## src/rtl/hs_rx_deserializer.sv

```systemverilog
// HS lane receiver: hunts for the sync byte in a 2-bit/cycle DDR stream, then frames payload bytes.
// Optional hunt timeout with Sync_err pulse is built when HS_RX_HUNT_TIMEOUT_EN is defined.
module hs_rx_deserializer #(
    parameter logic [7:0] SYNC_WORD    = 8'hB8,
    parameter int         HUNT_TIMEOUT = 64
) (
    input  logic       RX_DDR_clk,
    input  logic       RX_rst,
    input  logic       Enable,
    input  logic       Serial_B1,
    input  logic       Serial_B2,
    output logic [7:0] Byte_out,
    output logic       Byte_valid,
    output logic       Sync_found,
    output logic       Active,
    output logic       Sync_err
);

    typedef enum logic [1:0] {
        IDLE    = 2'd0,
        HUNT    = 2'd1,
        RECEIVE = 2'd2
    } state_t;

    if (HUNT_TIMEOUT < 4 || HUNT_TIMEOUT > 1023) begin : g_bad_timeout
        $error("HUNT_TIMEOUT out of range 4..1023");
    end

    state_t      state, state_next;
    logic [15:0] shreg;
    logic [15:0] shreg_next;
    logic [1:0]  pair_cnt;
    logic        phase;
    logic        match_w0, match_w1, match;
    logic        byte_done;
    logic [7:0]  byte_sel;
    logic        hunt_expire;

    assign shreg_next = {Serial_B2, Serial_B1, shreg[15:2]};
    assign match_w0   = (shreg_next[15:8] == SYNC_WORD);
    assign match_w1   = (shreg_next[14:7] == SYNC_WORD);
    assign match      = (state == HUNT) && Enable && (match_w0 || match_w1);
    assign byte_done  = (state == RECEIVE) && Enable && (pair_cnt == 2'd3);
    assign byte_sel   = phase ? shreg_next[14:7] : shreg_next[15:8];

`ifdef HS_RX_HUNT_TIMEOUT_EN
    logic [9:0] hunt_cnt;

    assign hunt_expire = (state == HUNT) && Enable && !match &&
                         (hunt_cnt == 10'(HUNT_TIMEOUT - 1));

    // Counts enabled HUNT cycles; zero whenever a fresh hunt begins.
    always_ff @(posedge RX_DDR_clk) begin
        if (RX_rst) begin
            hunt_cnt <= '0;
        end else if (state != HUNT || !Enable || match || hunt_expire) begin
            hunt_cnt <= '0;
        end else begin
            hunt_cnt <= hunt_cnt + 10'd1;
        end
    end
`else
    assign hunt_expire = 1'b0;
`endif

    always_ff @(posedge RX_DDR_clk) begin
        if (RX_rst) begin
            state <= IDLE;
        end else begin
            state <= state_next;
        end
    end

    always_comb begin
        state_next = state;
        if (!Enable) begin
            state_next = IDLE;
        end else begin
            case (state)
                IDLE:    state_next = HUNT;
                HUNT:    state_next = match ? RECEIVE : HUNT;
                RECEIVE: state_next = RECEIVE;
                default: state_next = IDLE;
            endcase
        end
    end

    always_comb begin
        Active = (state == RECEIVE);
    end

    // History clear on hunt (re)entry still captures the pair arriving that cycle.
    always_ff @(posedge RX_DDR_clk) begin
        if (RX_rst) begin
            shreg      <= '0;
            pair_cnt   <= '0;
            phase      <= 1'b0;
            Byte_out   <= '0;
            Byte_valid <= 1'b0;
            Sync_found <= 1'b0;
            Sync_err   <= 1'b0;
        end else begin
            Byte_valid <= byte_done;
            Sync_found <= match;
            Sync_err   <= hunt_expire;
            if (byte_done) begin
                Byte_out <= byte_sel;
            end
            if (!Enable) begin
                pair_cnt <= '0;
            end else begin
                case (state)
                    IDLE: begin
                        shreg    <= {Serial_B2, Serial_B1, 14'b0};
                        pair_cnt <= '0;
                    end
                    HUNT: begin
                        shreg <= hunt_expire ? {Serial_B2, Serial_B1, 14'b0} : shreg_next;
                        if (match) begin
                            phase    <= match_w1;
                            pair_cnt <= '0;
                        end
                    end
                    RECEIVE: begin
                        shreg    <= shreg_next;
                        pair_cnt <= pair_cnt + 2'd1;
                    end
                    default: begin
                        pair_cnt <= '0;
                    end
                endcase
            end
        end
    end

endmodule

```

## config.mk

```make
export PLATFORM = sky130hd
export DESIGN_NAME = hs_rx_deserializer
export DESIGN_NICKNAME = d
export VERILOG_FILES = /design/src/rtl/hs_rx_deserializer.sv
export SDC_FILE = /design/constraint.sdc
export NUM_CORES = 1
export LEC_CHECK = 0
export BUFFER_PORTS_ARGS = -buffer_cell sky130_fd_sc_hd__buf_4
export CAP_MARGIN = 15
export CORE_MARGIN = 3
export CORE_UTILIZATION = 55
export CTS_BUF_LIST = sky130_fd_sc_hd__clkbuf_16
export CTS_CLUSTER_DIAMETER = 40
export CTS_CLUSTER_SIZE = 24
export DETAILED_ROUTE_END_ITERATION = 10
export PLACE_DENSITY = 0.75
export SLEW_MARGIN = 20
export SYNTH_ARGS = -nofsm -noshare
export SYNTH_HDL_FRONTEND = slang
export SYNTH_SLANG_ARGS = --single-unit
```

## constraint.sdc

```tcl
create_clock -name RX_DDR_clk -period 3.4 [get_ports RX_DDR_clk]
set_input_delay 0 -clock RX_DDR_clk [delete_from_list [all_inputs] [get_ports RX_DDR_clk]]
set_output_delay 0 -clock RX_DDR_clk [all_outputs]
set_load 0.1 [all_outputs]
```

==> reports/qor.txt, run 1 <==
===============================================================================
Run status                                                            completed
Critical path required time                                             3.56 ns
Number of rows in the core area                                              15
Setup repair after global routing missed its margin                          no
CTS-repair resized insts                                                      0
Core region area                                                    0.00175 mm2
Post-synth top area share                                                 0.428
Share of the core filled with cells in the final layout                   0.685
Most common flop cell mapped by yosys                              sky130_fd_sc_hd__dfxtp_1
Setup TNS                                                                  0 ns
Endpoint kind of the worst setup timing path                               flop
Drt total wl                                                            1880 um
Static leakage power                                                   0.429 nW
Top cells by area, synth                                           sky130_fd_sc_hd__dfxtp_1 43%, sky130_fd_sc_hd__mux2i_1 7.8%, sky130_fd_sc_hd__ha_1 6.1%, sky130_fd_sc_hd__a211oi_1 5.8%, sky130_fd_sc_hd__a21oi_1 4.9%
Worst slack at placement                                                1.81 ns
Top achievable clock speed                                              622 MHz
Part of the Yosys area used for sequential elements                       0.428
Drc violations                                                                0
Class of the most critical hold timing path                              in2reg
Detail Route Antenna Nets                                                     0
GRT Total Usage                                                           0.174
Maximum vdd drop                                                       0.304 mV
Max-capacitance violation count                                               0
Postcts setup bufs                                                            0
Overall die height                                                      49.3 um
Number of iterations in the first detailed-routing pass                       4
Register bit count reported by yosys                                         22
Setup ws final                                                          1.79 ns
Synthesized area per cell                                              9.45 um2
Clock transition at the registers of the reported paths                 0.06 ns
Clk pwr share                                                             0.456
Post-synthesis cell type with the largest combined area            sky130_fd_sc_hd__dfxtp_1
Count of yosys warnings during synthesis                                      0
Rel. slew slack                                                           0.633
Synthesized instance count                                                  109
Pins over their slew limit                                                    0
Number of vias per cell after detailed routing                             5.30
Inserted Diodes                                                               0
Net switching share of the total power                                    0.205
Count of final hold-check violations                                          0
Path type of the worst setup path                                       reg2reg
Tightest Pin Transition                                                0.550 ns
Number of DRC markers after the initial detailed-route iteration             11
Pwr per Cell Area                                                    447 mW/mm2
GRT Residual Overflow                                                         0
Detailed placer's ending HPWL                                           1340 um
Cell area after technology mapping                                  0.00103 mm2
Wire length per cell after detailed routing                             13.0 um
Die X-Extent                                                            49.3 um
Largest fanout of any net on the critical path                               17
Switching power total                                                  0.110 mW
Clock Sink Count                                                             22
Final number of setup-violating endpoints                                     0
Hold-critical path depth                                                      3
Finished Cell Area                                                  0.00120 mm2
Part of the power in combinational logic                                  0.053
Worst Path Arrival                                                      1.76 ns
Startpoint kind of the worst setup timing path                             flop
Share of post-route cells with drive strength above 1                     0.192
Root Buffer                                                        sky130_fd_sc_hd__clkbuf_16
Final period utilization                                                  0.473
Cell-internal power                                                    0.425 mW
Total via count in the routed design                                        768
Nets@finish                                                                 131
Vias in the first global route                                              724
Pin count of the biggest net entering global routing                         20
Area post-placement                                                 0.00112 mm2
Area of the die                                                     0.00243 mm2
Filler Cell Count                                                           162
Initial Util                                                              0.590
Routability Congestion                                                    0.703
Count of buffers from port buffering                                         15
EDFF count, synth                                                             0
Most instantiated cells after synthesis                            22 x sky130_fd_sc_hd__dfxtp_1, 11 x sky130_fd_sc_hd__nand2_1, 10 x sky130_fd_sc_hd__a21oi_1, 10 x sky130_fd_sc_hd__nor2_1
CTS Buf Count                                                                 3
Worst Reg2Reg Path Length in Cells                                            5
First-pass GRT wire length                                              3280 um
Initial antenna violation count                                               0
Async SR Flop Fraction                                                        0
Clock tree from TritonCTS                                                  done
Cell with the most instances after synthesis                       sky130_fd_sc_hd__dfxtp_1
I/O pin count                                                                17
Number of distinct library cells after synthesis                             28
H-tree Lvls                                                                   1
Sequential Power Share                                                    0.491
Clock Path Buffers                                                            2
Clock insertion delay at the later pin of the skew report               0.25 ns
Hold bufs inserted after CTS                                                  0
Syn_nets                                                                    119
Area added between synthesis and finish                                   16.2%
Post-layout minimum cycle time                                          1.61 ns
Worst Skew                                                           0.00248 ns
===============================================================================
## logic make-up after synthesis
logic type / share of synthesized area
compound gates: 0.157
flops: 0.428
other cells: 0.00364
simple gates: 0.197
fa+ha+maj: 0.0608
mux: 0.0887
buf+inv: 0.0656
## path summary, 6_finish.rpt
check / start / end / slack, ns
worst min register to register: shreg[10] / shreg[10] / 0.48
worst max register to register: state[0] / Byte_out[0] / 1.79
worst min-delay path: Serial_B2 / shreg[15] / 0.02
worst max-delay path: state[0] / Byte_out[0] / 1.79
## final cells by class
| type | count | area (um2) | share of cell area |
|---|---|---|---|
| clock buffers | 3 | 75.1 | 0.0628 |
| repair buffers | 15 | 113 | 0.0941 |
| multi-input cells | 76 | 522 | 0.436 |
| inverters | 3 | 11.3 | 0.00941 |
| clock inverters | 1 | 3.75 | 0.00314 |
| well taps | 25 | 31.3 | 0.0262 |
| flip-flops and latches | 22 | 440 | 0.368 |
## sequential cells by signal, summed over array words and instances, names as in the netlist
signal,flops
pair_cnt,2
phase,1
shreg,7
Byte_out,8
Byte_valid,1
state,2
Sync_found,1
## power by group through the flow
stage / Clock (mW) / Sequential, mW / Combinational [mW]
3_5_place_dp: 0 / 0.268 / 0.0278
2_1_floorplan: 0 / 0.268 / 0.0224
4_1_cts: 0.249 / 0.263 / 0.0281
3_3_place_gp: 0 / 0.268 / 0.0275
5_1_grt: 0.262 / 0.263 / 0.0315
6_report: 0.244 / 0.263 / 0.0282
## through the flow
stage	cells	power (mW)	hold WS, ns
6_report	145	0.535	0.0159
5_1_grt	145	0.556	0.0429
4_1_cts	145	0.539	0.0155
3_5_place_dp	141	0.296	0.277
3_3_place_gp	141	0.296	0.272
2_1_floorplan	109	0.290	0.136
## worst max-delay path: stages, from the launching register on
cell	delay, ns
sky130_fd_sc_hd__dfxtp_1	0.34
sky130_fd_sc_hd__inv_1	0.09
sky130_fd_sc_hd__ha_1	0.21
sky130_fd_sc_hd__and3_1	0.53
sky130_fd_sc_hd__nor2_1	0.08
sky130_fd_sc_hd__a211oi_1	0.26
## layer usage
metal	wire length, um	global-route usage
met3	74	0.0306
met1	947	0.244
met5	0	0
met4	11	0.0569
met2	845	0.266
## cells in the final DEF (no fill, tap or decap), drive strengths merged, types with 2 or more instances in the layout
| master | n |
|---|---|
| buf | 15 |
| mux2i | 8 |
| clkbuf | 3 |
| dfxtp | 22 |
| nand2 | 11 |
| inv | 3 |
| ha | 5 |
| a21oi | 11 |
| a211oi | 8 |
| nand3 | 7 |
| nand4 | 2 |
| and4bb | 3 |
| nor2 | 10 |
| nor2b | 2 |
Note: power is estimated with default switching activity, not from simulation.
==> inputs of run 2 (changes only) <==
--- a/config.mk
+++ b/config.mk
@@ -5,15 +5,16 @@
 export SDC_FILE = /design/constraint.sdc
 export NUM_CORES = 1
 export LEC_CHECK = 0
+export ABC_AREA = 1
 export BUFFER_PORTS_ARGS = -buffer_cell sky130_fd_sc_hd__buf_4
 export CAP_MARGIN = 15
 export CORE_MARGIN = 3
-export CORE_UTILIZATION = 55
+export CORE_UTILIZATION = 54
 export CTS_BUF_LIST = sky130_fd_sc_hd__clkbuf_16
 export CTS_CLUSTER_DIAMETER = 40
 export CTS_CLUSTER_SIZE = 24
 export DETAILED_ROUTE_END_ITERATION = 10
-export PLACE_DENSITY = 0.75
+export PLACE_DENSITY = 0.74
 export SLEW_MARGIN = 20
 export SYNTH_ARGS = -nofsm -noshare
 export SYNTH_HDL_FRONTEND = slang
==> constraint.sdc (replaced) <==
create_clock -name RX_DDR_clk -period 1.6 [get_ports RX_DDR_clk]
set_input_delay 0 -clock RX_DDR_clk [delete_from_list [all_inputs] [get_ports RX_DDR_clk]]
set_output_delay 0 -clock RX_DDR_clk [all_outputs]
set_load 0.1 [all_outputs]
==> reports/qor.txt, run 2 <==
===============================================================================
Run status                                                            completed
Initial Util                                                              0.585
H-tree Lvls                                                                   1
Postcts setup bufs                                                            0
Clock insertion delay at the later pin of the skew report               0.26 ns
Hold path start                                                       Serial_B1
Area of the die                                                     0.00249 mm2
Worst Setup SP                                                         state[1]
Drc violations                                                                0
Clock tree from TritonCTS                                                  done
Synthesized area per cell                                              7.09 um2
Pin count of the biggest net entering global routing                         18
Routability Congestion                                                    0.815
Setup TNS                                                                  0 ns
Area added between synthesis and finish                                   25.9%
Detailed placer's ending HPWL                                           1610 um
Clock transition at the registers of the reported paths                 0.06 ns
Drt total wl                                                            2320 um
Pins over their slew limit                                                    0
Maximum vdd drop                                                       0.777 mV
Worst Path Arrival                                                      1.69 ns
Max-capacitance violation count                                               0
R2r endpoint                                                           state[1]
Critical path required time                                             1.81 ns
Share of post-route cells with drive strength above 1                     0.166
Root Buffer                                                        sky130_fd_sc_hd__clkbuf_16
Count of final hold-check violations                                          0
Count of buffers from port buffering                                         15
EDFF count, synth                                                             0
Largest fanout of any net on the critical path                                5
Nets@finish                                                                 174
Count of yosys warnings during synthesis                                      0
I/O pin count                                                                17
First-pass GRT wire length                                              3850 um
Number of distinct library cells after synthesis                             21
Final number of setup-violating endpoints                                     0
GRT Total Usage                                                           0.204
Static leakage power                                                   0.582 nW
Filler Cell Count                                                           136
GRT Residual Overflow                                                         0
Post-synthesis cell type with the largest combined area            sky130_fd_sc_hd__dfxtp_1
Sum of met2 wire segment lengths after detailed routing                 1140 um
Number of DRC markers after the initial detailed-route iteration             30
Post-layout minimum cycle time                                          1.49 ns
Terminating pin of the worst hold path                                shreg[14]
Clock Path Buffers                                                            2
Startpoint kind of the worst setup timing path                             flop
Top achievable clock speed                                              672 MHz
Class of the most critical hold timing path                              in2reg
Vias in the first global route                                              835
Top cells by area, synth                                           sky130_fd_sc_hd__dfxtp_1 42%, sky130_fd_sc_hd__inv_1 10%, sky130_fd_sc_hd__nand2_1 10%, sky130_fd_sc_hd__o21ai_0 8.6%, sky130_fd_sc_hd__a21oi_1 6.2%
Part of the Yosys area used for sequential elements                       0.423
Hold-critical path depth                                                      3
Tot Pwr                                                                 1.35 mW
Worst Reg2Reg Path Length in Cells                                           10
Number of rows in the core area                                              15
Syn_nets                                                                    157
Detail Route Antenna Nets                                                     0
Die X-Extent                                                            49.9 um
Synthesized instance count                                                  147
Most instantiated cells after synthesis                            29 x sky130_fd_sc_hd__inv_1, 29 x sky130_fd_sc_hd__nand2_1, 22 x sky130_fd_sc_hd__dfxtp_1
Reg-to-reg slack, setup                                                 0.11 ns
Post-synth top area share                                                 0.423
Final period utilization                                                  0.930
Register bit count reported by yosys                                         22
Wire length the detailed router placed on met1                          1020 um
Worst Skew                                                           0.00521 ns
Overall die height                                                      49.9 um
Share of the core filled with cells in the final layout                   0.736
Worst slack at placement                                               0.111 ns
Path type of the worst setup path                                       reg2reg
CTS Buf Count                                                                 3
Cell area after technology mapping                                  0.00104 mm2
Total via count in the routed design                                        958
Wire length per cell after detailed routing                             12.4 um
Endpoint kind of the worst setup timing path                               flop
Clock Sink Count                                                             22
Setup ws final                                                         0.112 ns
Inserted Diodes                                                               0
Met3 wire len                                                            107 um
Async SR Flop Fraction                                                        0
Pwr per Cell Area                                                   1030 mW/mm2
Number of iterations in the first detailed-routing pass                       4
Register with the most flip-flops                                      Byte_out
Flip-flop count of the largest register after layout                          8
Beginning of the worst register-to-register path                       state[1]
Leading registers by flop count                                    Byte_out x8, shreg x7
Initial antenna violation count                                               0
Core region area                                                    0.00178 mm2
Post-route worst hold slack                                           0.0465 ns
Most common flop cell mapped by yosys                              sky130_fd_sc_hd__dfxtp_1
Number of vias per cell after detailed routing                             5.10
Commonest cells after routing, fill and taps aside                 29 x sky130_fd_sc_hd__inv_1, 29 x sky130_fd_sc_hd__nand2_1, 22 x sky130_fd_sc_hd__dfxtp_1, 18 x sky130_fd_sc_hd__o21ai_0, 16 x sky130_fd_sc_hd__buf_4
Topmost layer with routed signal wires                                     met4
===============================================================================
## run 2: cell count changes after synthesis, moves of 2 or more
cell                       change
sky130_fd_sc_hd__nand2_1      +18
sky130_fd_sc_hd__nand3_1       -3
sky130_fd_sc_hd__inv_1        +26
sky130_fd_sc_hd__o21ai_0      +18
sky130_fd_sc_hd__nor2b_1       -2
sky130_fd_sc_hd__and4bb_1      -2
sky130_fd_sc_hd__mux2i_1       -8
sky130_fd_sc_hd__o22ai_1       +2
sky130_fd_sc_hd__a21oi_1       +3
sky130_fd_sc_hd__a211oi_1      -7
## run 2: how the worst max path moves through the flow
stage	to	slack, ns	depth (start not counted)
5_1_grt	state[1]	-0.008	10
3_5_place_dp	pair_cnt[1]	0.11	9
2_1_floorplan	Byte_out[7]	0.12	6
3_3_place_gp	pair_cnt[1]	0.25	9
4_1_cts	pair_cnt[1]	0.1	9
6_report	state[1]	0.11	10
## run 2: routing by layer
layer | vias up | global-route usage
li1 | 492 | -
met1 | 425 | 0.275
met2 | 34 | 0.322
met3 | 7 | 0.0272
met4 | 0 | 0.0922
met5 | - | 0
## run 2: where the power goes
part / internal, mW / switching, mW
clock network: 0.497 / 0.198
logic: 0.0302 / 0.0605
registers: 0.557 / 0.0111
## run 2: critical path: stages (launching register included)
cell	delay, ns
sky130_fd_sc_hd__dfxtp_1	0.35
sky130_fd_sc_hd__inv_1	0.15
sky130_fd_sc_hd__ha_4	0.17
sky130_fd_sc_hd__nand2_1	0.08
sky130_fd_sc_hd__nor2_2	0.17
sky130_fd_sc_hd__nand3b_2	0.16
sky130_fd_sc_hd__nand2_1	0.11
sky130_fd_sc_hd__inv_1	0.07
sky130_fd_sc_hd__nand2_1	0.05
sky130_fd_sc_hd__nand3_1	0.07
sky130_fd_sc_hd__inv_1	0.06
## run 2: stage by stage
step,std cells,instance area (um2)
floorplan,147,1050
global placement,183,1180
detailed placement,183,1180
CTS,188,1290
global route,188,1310
finish,188,1310
## run 2: final cells by class
cell class,count,area (um2),area share
Multi-Input combinational cell,90,493,0.376
Inverter,30,113,0.0858
Tap cell,25,31.3,0.0238
Timing Repair Buffer,17,130,0.0991
Clock inverter,1,30.0,0.0229
Sequential cell,22,440,0.336
Clock buffer,3,75.1,0.0572
## run 2: repair_timing
action | 4_1_cts | 5_1_grt
gates resized for setup | 0 | 3
hold endpoints to repair | 4 | 0
endpoints found under the setup margin | 0 | 4
hold buffers | 1 | 0
## run 2: cell families (layout without fill, tap and decap cells)
family / after synthesis / count (layout) / share of synthesized area
other: 1 / 1 / 0.00360
and+or+nand+nor: 48 / 48 / 0.200
buffers and inverters: 35 / 51 / 0.133
DFF: 22 / 22 / 0.423
AOI/OAI and AO/OA: 36 / 36 / 0.180
adders and majority gates: 5 / 5 / 0.0600
==> inputs of run 3 (changes only) <==
--- a/config.mk
+++ b/config.mk
@@ -9,12 +9,12 @@
 export BUFFER_PORTS_ARGS = -buffer_cell sky130_fd_sc_hd__buf_4
 export CAP_MARGIN = 15
 export CORE_MARGIN = 3
-export CORE_UTILIZATION = 54
-export CTS_BUF_LIST = sky130_fd_sc_hd__clkbuf_16
-export CTS_CLUSTER_DIAMETER = 40
+export CORE_UTILIZATION = 55
+export CTS_BUF_LIST = sky130_fd_sc_hd__clkbuf_4 sky130_fd_sc_hd__clkbuf_8
+export CTS_CLUSTER_DIAMETER = 200
 export CTS_CLUSTER_SIZE = 24
 export DETAILED_ROUTE_END_ITERATION = 10
-export PLACE_DENSITY = 0.74
+export PLACE_DENSITY = 0.75
 export SLEW_MARGIN = 20
 export SYNTH_ARGS = -nofsm -noshare
 export SYNTH_HDL_FRONTEND = slang
==> reports/qor.txt, run 3 (synthesized netlist as in run 2, its figures left out) <==
===============================================================================
Area of the die                                                     0.00245 mm2
Leading registers by flop count                                    Byte_out x8, shreg x7
Post-layout minimum cycle time                                          1.41 ns
Postcts setup bufs                                                            0
First-pass GRT wire length                                              3610 um
Number of DRC markers after the initial detailed-route iteration             11
Path type of the worst setup path                                       reg2reg
Initial Util                                                              0.591
Nets@finish                                                                 174
Overall die height                                                      49.5 um
Class of the most critical hold timing path                              in2reg
Wire length per cell after detailed routing                             11.3 um
I/O pin count                                                                17
Drt total wl                                                            2120 um
Vias in the first global route                                              816
Initial antenna violation count                                               0
Number of vias per cell after detailed routing                             4.92
Drc violations                                                                0
Routability Congestion                                                    0.853
Startpoint kind of the worst setup timing path                             flop
Final number of setup-violating endpoints                                     0
Count of final hold-check violations                                          0
Largest fanout of any net on the critical path                                5
Number of rows in the core area                                              15
Worst Reg2Reg Path Length in Cells                                           10
Clock Sink Count                                                             22
Worst Skew                                                           0.00252 ns
CTS Buf Count                                                                 3
GRT Residual Overflow                                                         0
Die X-Extent                                                            49.5 um
Tot Pwr                                                                0.954 mW
Max-capacitance violation count                                               0
Area post-placement                                                 0.00118 mm2
H-tree Lvls                                                                   1
Pin count of the biggest net entering global routing                         18
Commonest cells after routing, fill and taps aside                 29 x sky130_fd_sc_hd__inv_1, 29 x sky130_fd_sc_hd__nand2_1, 22 x sky130_fd_sc_hd__dfxtp_1, 18 x sky130_fd_sc_hd__o21ai_0, 16 x sky130_fd_sc_hd__buf_4
Register with the most flip-flops                                      Byte_out
Run status                                                            completed
Share of post-route cells with drive strength above 1                     0.166
Hold-critical path depth                                                      3
Clock transition at the registers of the reported paths                 0.12 ns
GRT Total Usage                                                           0.190
Inserted Diodes                                                               0
Clock Path Buffers                                                            2
Total via count in the routed design                                        925
Area added between synthesis and finish                                   19.3%
Share of the core filled with cells in the final layout                   0.705
Maximum vdd drop                                                       0.498 mV
Clock insertion delay at the later pin of the skew report               0.30 ns
Flip-flop count of the largest register after layout                          8
Setup repair after global routing missed its margin                          no
Number of iterations in the first detailed-routing pass                       5
Count of buffers from port buffering                                         15
Reg-to-reg slack, setup                                                 0.19 ns
Root Buffer                                                        sky130_fd_sc_hd__clkbuf_4
Setup TNS                                                                  0 ns
Worst Path Arrival                                                      1.67 ns
Core region area                                                    0.00176 mm2
Detailed placer's ending HPWL                                           1510 um
Static leakage power                                                   0.552 nW
Pwr per Cell Area                                                    767 mW/mm2
Endpoint kind of the worst setup timing path                               flop
Detail Route Antenna Nets                                                     0
Critical path required time                                             1.86 ns
Finished Cell Area                                                  0.00124 mm2
Clock tree from TritonCTS                                                  done
Pins over their slew limit                                                    0
Final period utilization                                                  0.882
Top achievable clock speed                                              709 MHz
===============================================================================
run 3: cell types whose count changed in the layout (fill, tap and decap cells not counted):
cell | before | now
sky130_fd_sc_hd__clkbuf_16 | 3 | 0
sky130_fd_sc_hd__clkbuf_4 | 0 | 3
sky130_fd_sc_hd__clkbuf_8 | 0 | 1
sky130_fd_sc_hd__bufinv_16 | 1 | 0
run 3: power by group:
part / internal, mW / total (mW) / leakage [nW] / switching [mW]
logic: 0.0299 / 0.0879 / 0.353 / 0.0580
registers: 0.557 / 0.568 / 0.178 / 0.0107
clock network: 0.139 / 0.299 / 0.0210 / 0.160
total: 0.726 / 0.954 / 0.552 / 0.229
run 3: routing by layer:
layer,share of wire,track usage
met5,0,0
met3,0.051,0.0272
met1,0.46,0.246
met2,0.46,0.313
met4,0.025,0.0829
run 3: what timing repair did:
item	in CTS	in global routing
hold endpoints to repair	4	0
setup endpoints to repair	0	3
hold buffers	1	0
resized for setup	0	3
run 3: layout make-up:
| cell class | count | area, um2 |
|---|---|---|
| clock buffer | 4 | 36.3 |
| fill | 153 | 520 |
| inverter | 30 | 113 |
| multi-input combinational | 90 | 493 |
| sequential | 22 | 440 |
| tap | 25 | 31.3 |
| timing repair buffer | 17 | 130 |
run 3: worst paths after layout:
check | startpoint | end
min reg2reg | Byte_out[4] | Byte_out[4]
min | Serial_B2 | shreg[15]
max reg2reg | state[1] | state[1]
max | state[1] | state[1]
run 3: worst max-delay path, stage by stage, from the launching register on:
cell and delay (ns):
sky130_fd_sc_hd__dfxtp_1 0.37, sky130_fd_sc_hd__inv_1 0.15, sky130_fd_sc_hd__ha_4 0.17, sky130_fd_sc_hd__nand2_1 0.06, sky130_fd_sc_hd__nor2_2 0.15, sky130_fd_sc_hd__nand3b_2 0.15
sky130_fd_sc_hd__nand2_1 0.09, sky130_fd_sc_hd__inv_1 0.05, sky130_fd_sc_hd__nand2_1 0.06, sky130_fd_sc_hd__nand3_1 0.06, sky130_fd_sc_hd__inv_1 0.06
run 3: stage by stage:
| step | setup slack [ns] | instances | hold slack, ns |
|---|---|---|---|
| 6_report | 0.189 | 188 | 0.00149 |
| 5_1_grt | 0.0353 | 188 | 0.0233 |
| 4_1_cts | 0.121 | 188 | 0.00115 |
| 3_5_place_dp | 0.164 | 183 | 0.217 |
| 3_3_place_gp | 0.253 | 183 | 0.219 |
| 2_1_floorplan | 0.119 | 147 | 0.0691 |
